==> src/rtl/store_write_unit_pkg.sv <==
`default_nettype none
// ============================================================================
//  Module      : store_write_unit_pkg
//  Description : Shared core definitions. Load/store ALU select codes and
//                the store-unit FSM state encoding.
//  Revision    : 1.0  initial release
// ============================================================================
package store_write_unit_pkg;

    // Load operation codes, kept alongside the store codes for decode symmetry
    localparam logic [5:0] c_ALU_LB  = 6'b001000;
    localparam logic [5:0] c_ALU_LH  = 6'b001001;
    localparam logic [5:0] c_ALU_LW  = 6'b001010;
    localparam logic [5:0] c_ALU_LBU = 6'b001100;
    localparam logic [5:0] c_ALU_LHU = 6'b001101;

    // Store operation codes
    localparam logic [5:0] c_ALU_SB  = 6'b010000;
    localparam logic [5:0] c_ALU_SH  = 6'b010001;
    localparam logic [5:0] c_ALU_SW  = 6'b010010;

    // Width of the memReady wait counter; covers MAX_WAIT up to 255
    localparam int unsigned c_WAIT_CNT_W = 8;

    typedef enum logic [0:0] {
        ST_IDLE  = 1'b0,
        ST_WRITE = 1'b1
    } store_state_e;

endpackage : store_write_unit_pkg
`default_nettype wire

==> src/rtl/store_write_unit_lane_formatter.sv <==
`default_nettype none
// ============================================================================
//  Module      : store_lane_formatter
//  Description : Combinational store formatter. Replicates the store data
//                across byte lanes, builds byte enables and flags whether
//                the request is a recognised store and whether it is
//                misaligned for its access size.
//  Revision    : 1.0  initial release
// ============================================================================
module store_lane_formatter
    import store_write_unit_pkg::*;
(
    input  logic [5:0]  alu_sel_i,
    input  logic [1:0]  addr_lo_i,
    input  logic [31:0] data_i,
    output logic [31:0] wdata_o,
    output logic [3:0]  byte_en_o,
    output logic        valid_o,
    output logic        misaligned_o
);

    // Decode store type into lane-replicated data and byte enables
    always_comb begin
        wdata_o      = '0;
        byte_en_o    = 4'b0000;
        valid_o      = 1'b0;
        misaligned_o = 1'b0;
        case (alu_sel_i)
            c_ALU_SB: begin
                valid_o   = 1'b1;
                wdata_o   = {4{data_i[7:0]}};
                byte_en_o = 4'b0001 << addr_lo_i;
            end
            c_ALU_SH: begin
                valid_o      = 1'b1;
                misaligned_o = addr_lo_i[0];
                wdata_o      = {2{data_i[15:0]}};
                byte_en_o    = addr_lo_i[1] ? 4'b1100 : 4'b0011;
            end
            c_ALU_SW: begin
                valid_o      = 1'b1;
                misaligned_o = |addr_lo_i;
                wdata_o      = data_i;
                byte_en_o    = 4'b1111;
            end
            default: ;
        endcase
    end

endmodule : store_lane_formatter
`default_nettype wire

==> src/rtl/store_write_unit.sv <==
`default_nettype none
// ============================================================================
//  Module      : store_write_unit
//  Description : Memory-stage store engine. Accepts SB/SH/SW requests,
//                drives a registered write strobe to data memory until it is
//                acknowledged or a wait limit expires, and flags misaligned
//                stores and aborted writes with one-cycle pulses.
//  Revision    : 1.0  initial release
// ============================================================================
module store_write_unit
    import store_write_unit_pkg::*;
#(
    parameter int unsigned MAX_WAIT = 15
) (
    input  logic        clk,
    input  logic        reset,
    input  logic        storeEn,
    input  logic [5:0]  aluSelect,
    input  logic [31:0] address,
    input  logic [31:0] storeData,
    input  logic        memReady,
    output logic        memWrite,
    output logic [31:0] memAddr,
    output logic [31:0] memWData,
    output logic [3:0]  memByteEn,
    output logic        busy,
    output logic        misaligned,
    output logic        timeout
);

    // Counter value seen during the last permitted WRITE cycle
    localparam logic [c_WAIT_CNT_W-1:0] c_WAIT_LAST = c_WAIT_CNT_W'(MAX_WAIT - 1);

    store_state_e            state_q, state_d;
    logic [c_WAIT_CNT_W-1:0] cnt_q, cnt_d;
    logic                    memWrite_q, memWrite_d;
    logic                    busy_q, busy_d;
    logic                    misaligned_q, misaligned_d;
    logic                    timeout_q, timeout_d;
    logic [31:0]             memAddr_q, memAddr_d;
    logic [31:0]             memWData_q, memWData_d;
    logic [3:0]              memByteEn_q, memByteEn_d;

    logic [31:0]             w_fmt_wdata;
    logic [3:0]              w_fmt_be;
    logic                    w_fmt_valid;
    logic                    w_fmt_mis;

    store_lane_formatter u_fmt (
        .alu_sel_i    (aluSelect),
        .addr_lo_i    (address[1:0]),
        .data_i       (storeData),
        .wdata_o      (w_fmt_wdata),
        .byte_en_o    (w_fmt_be),
        .valid_o      (w_fmt_valid),
        .misaligned_o (w_fmt_mis)
    );

    // Next-state and next-output logic; pulses default low each cycle
    always_comb begin
        state_d      = state_q;
        cnt_d        = cnt_q;
        memWrite_d   = 1'b0;
        busy_d       = 1'b0;
        misaligned_d = 1'b0;
        timeout_d    = 1'b0;
        memAddr_d    = memAddr_q;
        memWData_d   = memWData_q;
        memByteEn_d  = memByteEn_q;
        case (state_q)
            ST_IDLE: begin
                memByteEn_d = 4'b0000;
                if (storeEn && w_fmt_valid) begin
                    if (w_fmt_mis) begin
                        misaligned_d = 1'b1;
                    end else begin
                        state_d     = ST_WRITE;
                        cnt_d       = '0;
                        memWrite_d  = 1'b1;
                        busy_d      = 1'b1;
                        memAddr_d   = {address[31:2], 2'b00};
                        memWData_d  = w_fmt_wdata;
                        memByteEn_d = w_fmt_be;
                    end
                end
            end
            ST_WRITE: begin
                if (memReady) begin
                    // Acknowledge wins even on the final permitted cycle
                    state_d     = ST_IDLE;
                    cnt_d       = '0;
                    memByteEn_d = 4'b0000;
                end else if (cnt_q == c_WAIT_LAST) begin
                    state_d     = ST_IDLE;
                    cnt_d       = '0;
                    memByteEn_d = 4'b0000;
                    timeout_d   = 1'b1;
                end else begin
                    cnt_d      = cnt_q + 1'b1;
                    memWrite_d = 1'b1;
                    busy_d     = 1'b1;
                end
            end
            default: begin
                state_d     = ST_IDLE;
                memByteEn_d = 4'b0000;
            end
        endcase
    end

    // State and output registers with synchronous reset
    always_ff @(posedge clk) begin
        if (reset) begin
            state_q      <= ST_IDLE;
            cnt_q        <= '0;
            memWrite_q   <= 1'b0;
            busy_q       <= 1'b0;
            misaligned_q <= 1'b0;
            timeout_q    <= 1'b0;
            memAddr_q    <= '0;
            memWData_q   <= '0;
            memByteEn_q  <= 4'b0000;
        end else begin
            state_q      <= state_d;
            cnt_q        <= cnt_d;
            memWrite_q   <= memWrite_d;
            busy_q       <= busy_d;
            misaligned_q <= misaligned_d;
            timeout_q    <= timeout_d;
            memAddr_q    <= memAddr_d;
            memWData_q   <= memWData_d;
            memByteEn_q  <= memByteEn_d;
        end
    end

    assign memWrite   = memWrite_q;
    assign busy       = busy_q;
    assign misaligned = misaligned_q;
    assign timeout    = timeout_q;
    assign memAddr    = memAddr_q;
    assign memWData   = memWData_q;
    assign memByteEn  = memByteEn_q;

endmodule : store_write_unit
`default_nettype wire

==> config.mk <==
export PLATFORM = sky130hd
export DESIGN_NAME = store_write_unit
export DESIGN_NICKNAME = d
export VERILOG_FILES = /design/src/rtl/store_write_unit_pkg.sv /design/src/rtl/store_write_unit_lane_formatter.sv /design/src/rtl/store_write_unit.sv
export SDC_FILE = /design/constraint.sdc
export NUM_CORES = 1
export LEC_CHECK = 0
export ABC_AREA = 1
export CAP_MARGIN = 30
export CORE_AREA = 2 2 70 123
export DETAILED_ROUTE_END_ITERATION = 12
export DIE_AREA = 0 0 72 125
export GPL_TIMING_DRIVEN = 0
export PLACE_DENSITY = 0.9
export SYNTH_ARGS = -nofsm -noshare
export SYNTH_HDL_FRONTEND = slang
export SYNTH_SLANG_ARGS = --single-unit
==> constraint.sdc <==
create_clock -name clk -period 2.9 [get_ports clk]
set_clock_uncertainty 0.2 [all_clocks]
set_input_delay 0.58 -clock clk [delete_from_list [all_inputs] [get_ports clk]]
set_output_delay 0.58 -clock clk [all_outputs]
set_load 0.02 [all_outputs]
-- After elaboration in Yosys (flattened, before gate mapping)
Index checks and enable logic that the tools add are counted.
- bits in registers: 77
- input bits: 74
- output and inout port bits: 72
- word-level logic and storage cells: 48
- add/sub/neg operators: 1
- equal/unequal tests: 7
- shift-type cells: 1
- multiplexer cells: 22
- bitwise logic cells: 3
- reductions and logical operators: 7
- operator list (cell ; number):
    $pmux W32 S3 ; 1
    $mux W8 ; 4
    $mux W4 ; 5
    $eq A6 B5 Y1 const B ; 3
    $pmux W8 S2 ; 1
    $pmux W4 S3 ; 1
    $reduce_or A3 Y1 ; 3
    $add A8 B1 Y8 const B ; 1
    $eq A8 B4 Y1 const B ; 1
    $pmux W4 S2 ; 1
    $mux W1 ; 7
    $ne A2 B2 Y1 const B ; 2
    $pmux W1 S2 ; 2
    $shl A1 B2 Y4 const A ; 1
    $ne A3 B2 Y1 const B ; 1
    $not A1 Y1 ; 3
    $reduce_and A3 Y1 ; 1
    $reduce_and A2 Y1 ; 1
    $reduce_or A2 Y1 ; 1
    $logic_and A1 B1 Y1 ; 1

-- Longest topological paths before layout
Gate-level depths: netlist (run 1).
- word-level depth: 6
- depth in mapped cells: 11
- mapped depth without buffers: 10

-- Cells and area by module
From an unflattened synthesis (run 1), not the netlist that was laid out.
- cell total of the unflattened synthesis: 501
- area total of the unflattened synthesis: 3590.9 um2
- by module, submodules not included (module ; times used ; cells each ; area each (um2) ; seq. area each (um2)):
    store_write_unit ; 1 ; 369 ; 2909.0 ; 1541.5
    store_lane_formatter ; 1 ; 132 ; 681.9 ; 0.0

-- Least setup slack after synthesis (run 1)
Ideal clock, no wire load.
- path type: in2reg
- start: input port aluSelect[1]
- end: register memByteEn_q[2], in the netlist memByteEn[2]
- library setup time: 117 ps
- data arrival time: 1699 ps
- data required time: 2583 ps
- setup slack: 883 ps
- stages: 9
- path buffers: 2
- cells stage by stage: buf_2 nor2_1 buf_2 o21ai_2 clkinv_1 nand2_1 nand2_1 a21oi_1 nor2_1
- word-level cells in the longest chain between the ends: 6
- elaborated cells between the ends (all ways): 11
- those cells by class: 3 x eq/ne; 6 x mux; 2 x reduce/logical
- RTL lines (item ; RTL line ; source):
    from (decl) ; store_write_unit.sv:18 ; input logic [5:0] aluSelect,
    $eq A6 B5 Y1 ; store_write_unit_lane_formatter.sv:28 ; case (alu_sel_i)
    $reduce_or A3 Y1 (no source line) ; n/a ;
    $mux W1 ; store_write_unit_lane_formatter.sv:28 ;
    $logic_and A1 B1 Y1 ; store_write_unit.sv:73 ; if (storeEn && w_fmt_valid) begin
    $mux W4 * ; store_write_unit.sv:73 ;
    $pmux W4 S2 * ; store_write_unit.sv:70 ; case (state_q)
    to (signal assigned) ; store_write_unit.sv:132 ; memByteEn_q <= memByteEn_d;
    to (decl) ; store_write_unit.sv:42 ; logic [3:0] memByteEn_q, memByteEn_d;
Every way passes the cells marked *; elsewhere a longest branch is shown, timed or not.
A chain may end at the register's enable or synchronous reset.

-- Final worst setup path (run 1)
- start: input port aluSelect[4]
- end: register memAddr_q[24], in the netlist memAddr[24]
- word-level cells in the longest chain between the ends: 5
- elaborated cells between the ends (all ways): 9
- those cells by class: 3 x eq/ne; 2 x mux; 1 x bitwise; 3 x reduce/logical
- RTL lines (item ; RTL line ; source):
    $eq A6 B5 Y1 ; store_write_unit_lane_formatter.sv:28 ;
    $reduce_or A3 Y1 (no source line) ; n/a ;
    $mux W1 ; store_write_unit_lane_formatter.sv:28 ;
    $logic_and A1 B1 Y1 ; store_write_unit.sv:73 ;
    $reduce_and A3 Y1 (no source line) * ; n/a ;
    to (signal assigned) ; store_write_unit.sv:130 ; memAddr_q <= memAddr_d;
    to (decl) ; store_write_unit.sv:40 ; logic [31:0] memAddr_q, memAddr_d;
Marks and branches as above.

==> results.json, run 1 <==
{
  "run_status": "completed",
  "clock.fmax_mhz": 398,
  "grt_pass1_wl_microns": 18200,
  "holdCritPathClass": "register to register",
  "hpwl_microns": 8260,
  "root_buffer": "clkbuf_16",
  "insertion_delay_ns": 0.33,
  "cts_tree": "done",
  "netSwitchingFraction": 0.208,
  "endpoint_kind": "register",
  "fin_crit_ns": 2.52,
  "yosys-top-cells-area": "dfxtp_1 44%, nor2_1 16%, nand2_1 14%, o21ai_0 5.0%, a21oi_1 4.0%",
  "clock_path_buffers": 2,
  "hold_buffers": 0,
  "layout-area-overhead-vs-synth_pct": 53.4,
  "critPathArrivalTime_ns": 2.54,
  "initial_core_util": 0.435,
  "io_pins": 146,
  "worstMarginPinSlew_ns": 0.726,
  "yosys.area.top_type_share": 0.438,
  "drtIter0Drc": 347,
  "diodes": 0,
  "num_rows": 44,
  "peakVddDrop_mv": 0.510,
  "startpoint_type": "input port",
  "synthCells": 532,
  "cp_slowest_cell": "clkdlybuf4s50_1",
  "fin_area_sq_um": 5400,
  "pwr-share-seq": 0.412,
  "crit_required_ns": 2.93,
  "slew_violations": 0,
  "cp_cell_sequence": "clkdlybuf4s50_1 > inv_1 > nor2_1 > nand2_2 > a21oi_4 > nand3_2 > nor2_4 > inv_2 > buf_2 > nor2_1 > nor2_1",
  "holdWs_ns": 0.274,
  "layout_common_cells": "154 x nor2_1, 142 x clkdlybuf4s50_1, 128 x nand2_1",
  "slew_headroom": 0.511,
  "die_h_microns": 125,
  "crit_fanout": 10,
  "gp_congestion": 0.896,
  "timing.setup.tns_ns": 0,
  "path_class": "input port to register",
  "postCtsSetupRepairBufs": 0,
  "wl_per_cell_microns": 14.0,
  "final_common_cell": "nor2_1",
  "grt_pass1_vias": 3980,
  "clock_sinks": 77,
  "dieArea_sq_um": 9000,
  "ys_seq_area_frac": 0.438,
  "clockPowerShare": 0.487,
  "port_buffers": 142,
  "finalHoldViolCount": 0,
  "finalSetupViolations": 0,
  "crit_top_cell": "nor2_1",
  "post_dp_cell_area_sq_um": 5060,
  "remaining_drc_errors": 0,
  "cts-resized-gates": 0,
  "leakagePower_nw": 2.28,
  "numCtsBuffers": 9,
  "grt_max_degree": 13,
  "slowest_delay_ns": 0.49,
  "clk_pin_slew_worst_paths_ns": 0.06,
  "grt.total_usage": 0.252,
  "nets": 762,
  "ys_ff_latch": 77,
  "netlist.top_cell.by_area": "dfxtp_1",
  "htree_levels": 3,
  "vias": 3973,
  "cap_violations": 0,
  "period_share": 0.867,
  "yosys_warnings": 0,
  "rsz0062_at_grt": "no",
  "gr-total-overflow": 0,
  "intPower_mw": 2.08,
  "vias_per_cell": 5.07,
  "switchingPower_mw": 0.548,
  "core_sq_um": 8090,
  "ys_types": 30,
  "final_core_util": 0.668,
  "powerDensity_nw_per_um2": 486,
  "antenna_left": 0,
  "drive_gt1_frac": 0.0608,
  "wirelength_microns": 10900,
  "grt_antenna_before_repair": 0,
  "avgSynthCellArea_sq_um": 6.62,
  "firstDrtPassIters": 5,
  "p_comb_frac": 0.101,
  "syn_area_sq_um": 3520,
  "die_w_microns": 72
}
## sequential cells by signal (all words and copies together), names as in the netlist
signal	count
busy	1
cnt_q	8
memAddr	30
memByteEn	4
memWData	32
misaligned	1
timeout	1
## worst paths after layout
path	startpoint	endpoint	slack [ns]	cells past startpoint
hold reg to reg	memByteEn[3]	memByteEn[3]	0.27	2
hold / removal	memByteEn[3]	memByteEn[3]	0.27	2
setup reg to reg	busy	cnt_q[1]	0.83	6
setup / recovery	aluSelect[4]	memAddr[24]	0.38	11
## final cells by class
class	count	area, sq um
Sequential cell	77	1540
Timing Repair Buffer	142	1420
Buffer	28	161
Inverter	33	124
Multi-Input combinational cell	395	1700
Clock buffer	12	246
Tap cell	92	115
Clock inverter	4	95.1
Fill cell	669	2690
## worst max-delay path, delay by kind of cell
kind / cells / cell delay, ns
buffers and inverters: 4 / 0.84
AND/OR/NAND/NOR: 6 / 0.83
AO/OA/AOI/OAI: 1 / 0.29
## power groups by stage
stage	Combinational (mW)	Clock [mW]	Sequential [mW]
final	0.264	1.28	1.08
after global placement	0.256	0	1.10
after floorplan	0.0823	0	1.12
after CTS	0.263	1.29	1.08
after global routing	0.287	1.34	1.08
after detailed placement	0.261	0	1.11
## cells by family (layout without fill, tap and decap cells)
group | count (synthesis) | in the layout | share of synthesized area
DFF | 77 | 77 | 0.438
xor gates and xnor gates | 3 | 3 | 0.00746
adders and majority gates | 2 | 2 | 0.00711
other | 1 | 2 | 0.00107
buffers and inverters | 61 | 219 | 0.0810
AOI/OAI and AO/OA | 67 | 67 | 0.101
and+or+nand+nor | 321 | 321 | 0.365
## cell usage after synthesis, drive strengths merged
library cell and n:
dfxtp 77, nor2 156, nand2 129, xor2 2, inv 31, nand3 17
o21ai 36, conb 1, a21boi 2, clkinv 2, nand4 10, or2 2
a21oi 29, xnor2 1, nor3 6, clkbuf 10, nor4 1, buf 18
ha 2
## metrics by stage
stage | std cells | power (mW) | setup WS [ns]
6_report | 783 | 2.63 | 0.385
5_1_grt | 783 | 2.71 | 0.221
4_1_cts | 783 | 2.64 | 0.379
3_5_place_dp | 767 | 1.37 | 0.0359
3_3_place_gp | 767 | 1.36 | 0.0781
2_1_floorplan | 533 | 1.21 | 0.883
## metal layers
| layer | vias up | global-route usage | routed length, microns |
|---|---|---|---|
| met4 | 0 | 0.131 | 376 |
| met5 | - | 0 | 0 |
| met2 | 162 | 0.451 | 5740 |
| li1 | 1973 | - | - |
| met3 | 28 | 0.0540 | 659 |
| met1 | 1810 | 0.270 | 4160 |
(Power assumes the default switching activity.)
==> inputs of run 2 (changes only) <==
Settings changed: CORE_AREA 2 2 70 123 to 2 2 112 81, DIE_AREA 0 0 72 125 to 0 0 114 83, GPL_TIMING_DRIVEN 0 to not set, PLACE_DENSITY 0.9 to 0.87.
Clock period 2.9 ns to 2.6 ns, I/O delays scaled along.
==> run 2 against run 1 <==
Compared with the run above: final cell count rose by 0.51%; via count is 1.2% lower; die area is 5.1% higher; clock-buffer cell count decreased by 2; cell area up 0.30%; first-iteration DRC count fell by 19%; critical path depth shrank 1; flip-flop and latch count unchanged; global-route usage fell by 2.5 points; setup slack worse by 0.12 ns; clock power up 7%; sequential share of layout area fell by 0.086 points.
==> results.json, run 2 (synthesis results as in run 1) <==
{
  "die_h_microns": 83,
  "dp.cells": 771,
  "die_w_microns": 114,
  "finalNonFillerCells": 787,
  "numCtsBuffers": 9,
  "rsz0062_at_grt": "no",
  "final_common_cell": "nor2_1",
  "clk_pin_slew_worst_paths_ns": 0.06,
  "slowest_delay_ns": 0.43,
  "run_status": "completed",
  "worstMarginPinSlew_ns": 0.573,
  "peakVddDrop_mv": 0.559,
  "vias_per_cell": 4.99,
  "nets": 753,
  "crit_start": "aluSelect[5]",
  "gr-total-overflow": 0,
  "grt_max_degree": 62,
  "slew_headroom": 0.614,
  "fin_crit_ns": 2.33,
  "finalSetupViolations": 0,
  "gp_congestion": 0.941,
  "grt_pass1_wl_microns": 17600,
  "cp_cell_sequence": "clkdlybuf4s50_1 > inv_1 > nand2_1 > nor2_2 > nand3_1 > nand2_1 > nor2_4 > buf_12 > o21ai_0 > nor2_1",
  "setup_ws_ns": 0.265,
  "drtIter0Drc": 280,
  "timing.setup.tns_ns": 0,
  "r2r-start": "cnt_q[1]",
  "vias": 3924,
  "layout-area-overhead-vs-synth_pct": 53.9,
  "hold_buffers": 0,
  "crit_top_cell": "nand2_1",
  "cts-resized-gates": 0,
  "wl_per_cell_microns": 13.8,
  "leakagePower_nw": 2.27,
  "drive_gt1_frac": 0.0630,
  "holdWs_ns": 0.282,
  "crit_fanout": 61,
  "htree_levels": 3,
  "post_dp_cell_area_sq_um": 5090,
  "clock_sinks": 77,
  "io_pins": 146,
  "hpwl_microns": 8040,
  "path_class": "input port to register",
  "diodes": 0,
  "endpoint_kind": "register",
  "firstDrtPassIters": 6,
  "initial_core_util": 0.422,
  "p_total_mw": 2.87,
  "wirelength_microns": 10900,
  "layout_common_cells": "154 x nor2_1, 143 x clkdlybuf4s50_1, 128 x nand2_1",
  "num_rows": 28,
  "cts_tree": "done",
  "fin_area_sq_um": 5420,
  "clock_path_buffers": 2,
  "root_buffer": "clkbuf_16",
  "crit_buf_inv": 3,
  "startpoint_type": "input port",
  "grt_pass1_vias": 3737,
  "grt_antenna_before_repair": 0,
  "crit_required_ns": 2.62,
  "clock.fmax_mhz": 428,
  "largest_register_ff_count": 32,
  "core_sq_um": 8340,
  "grt.total_usage": 0.227,
  "cap_violations": 0,
  "insertion_delay_ns": 0.32,
  "critPathTopFamily": "simple AND/OR/NAND/NOR gates",
  "cp_slowest_cell": "clkdlybuf4s50_1",
  "post-place-ws_ns": -0.0121,
  "remaining_drc_errors": 0,
  "slew_violations": 0,
  "final_core_util": 0.650,
  "finalHoldViolCount": 0,
  "holdCritPathClass": "register to register",
  "powerDensity_nw_per_um2": 530,
  "hp-start": "memWData[3]",
  "postCtsSetupRepairBufs": 0,
  "port_buffers": 143,
  "antenna_left": 0,
  "rrSetupSlack_ns": 0.75,
  "period_share": 0.898,
  "dieArea_sq_um": 9460,
  "critPathArrivalTime_ns": 2.35
}
==> run 2: cell count changes in the layout (fill, tap and decap cells not counted), sizes merged <==
| cell | previous run | this run |
|---|---|---|
| bufinv | 3 | 2 |
| clkbuf | 22 | 10 |
| clkdlybuf4s50 | 142 | 143 |
| clkinv | 3 | 4 |
| clkinvlp | 0 | 1 |
| inv | 31 | 32 |
==> run 2: tightest hold or removal path, delay by kind of cell (launching register included) <==
kind             cells  cell delay, ns
flip-flops           1            0.32
AND/OR/NAND/NOR      2            0.13
==> run 2: area by class of cell <==
type / instances / area [sq um]
well taps: 105 / 131
multi-input cells: 395 / 1700
repair buffers: 161 / 1590
flip-flops and latches: 77 / 1540
inverters: 33 / 124
fillers: 694 / 2920
clock buffers: 10 / 239
clock inverters: 6 / 93.8
==> run 2: power breakdown <==
group	internal (mW)	switching, mW	leakage (nW)
clock network	0.873	0.493	0.159
registers	1.20	0.00994	0.622
logic	0.162	0.138	1.49
==> run 2: worst paths after layout <==
path / depth (start not counted) / end
worst max-delay path: 10 / memAddr[20]
worst min-delay path: 2 / memWData[3]
worst max register to register: 6 / memByteEn[2]
worst min register to register: 2 / memWData[3]
==> run 2: layer usage <==
metal | routed length [microns] | GRT usage | vias up | share of wire
li1 | - | - | 1955 | -
met1 | 4560 | 0.278 | 1770 | 0.42
met2 | 5020 | 0.376 | 185 | 0.46
met3 | 1120 | 0.0854 | 14 | 0.10
met4 | 156 | 0.0599 | 0 | 0.014
met5 | 0 | 0 | - | 0
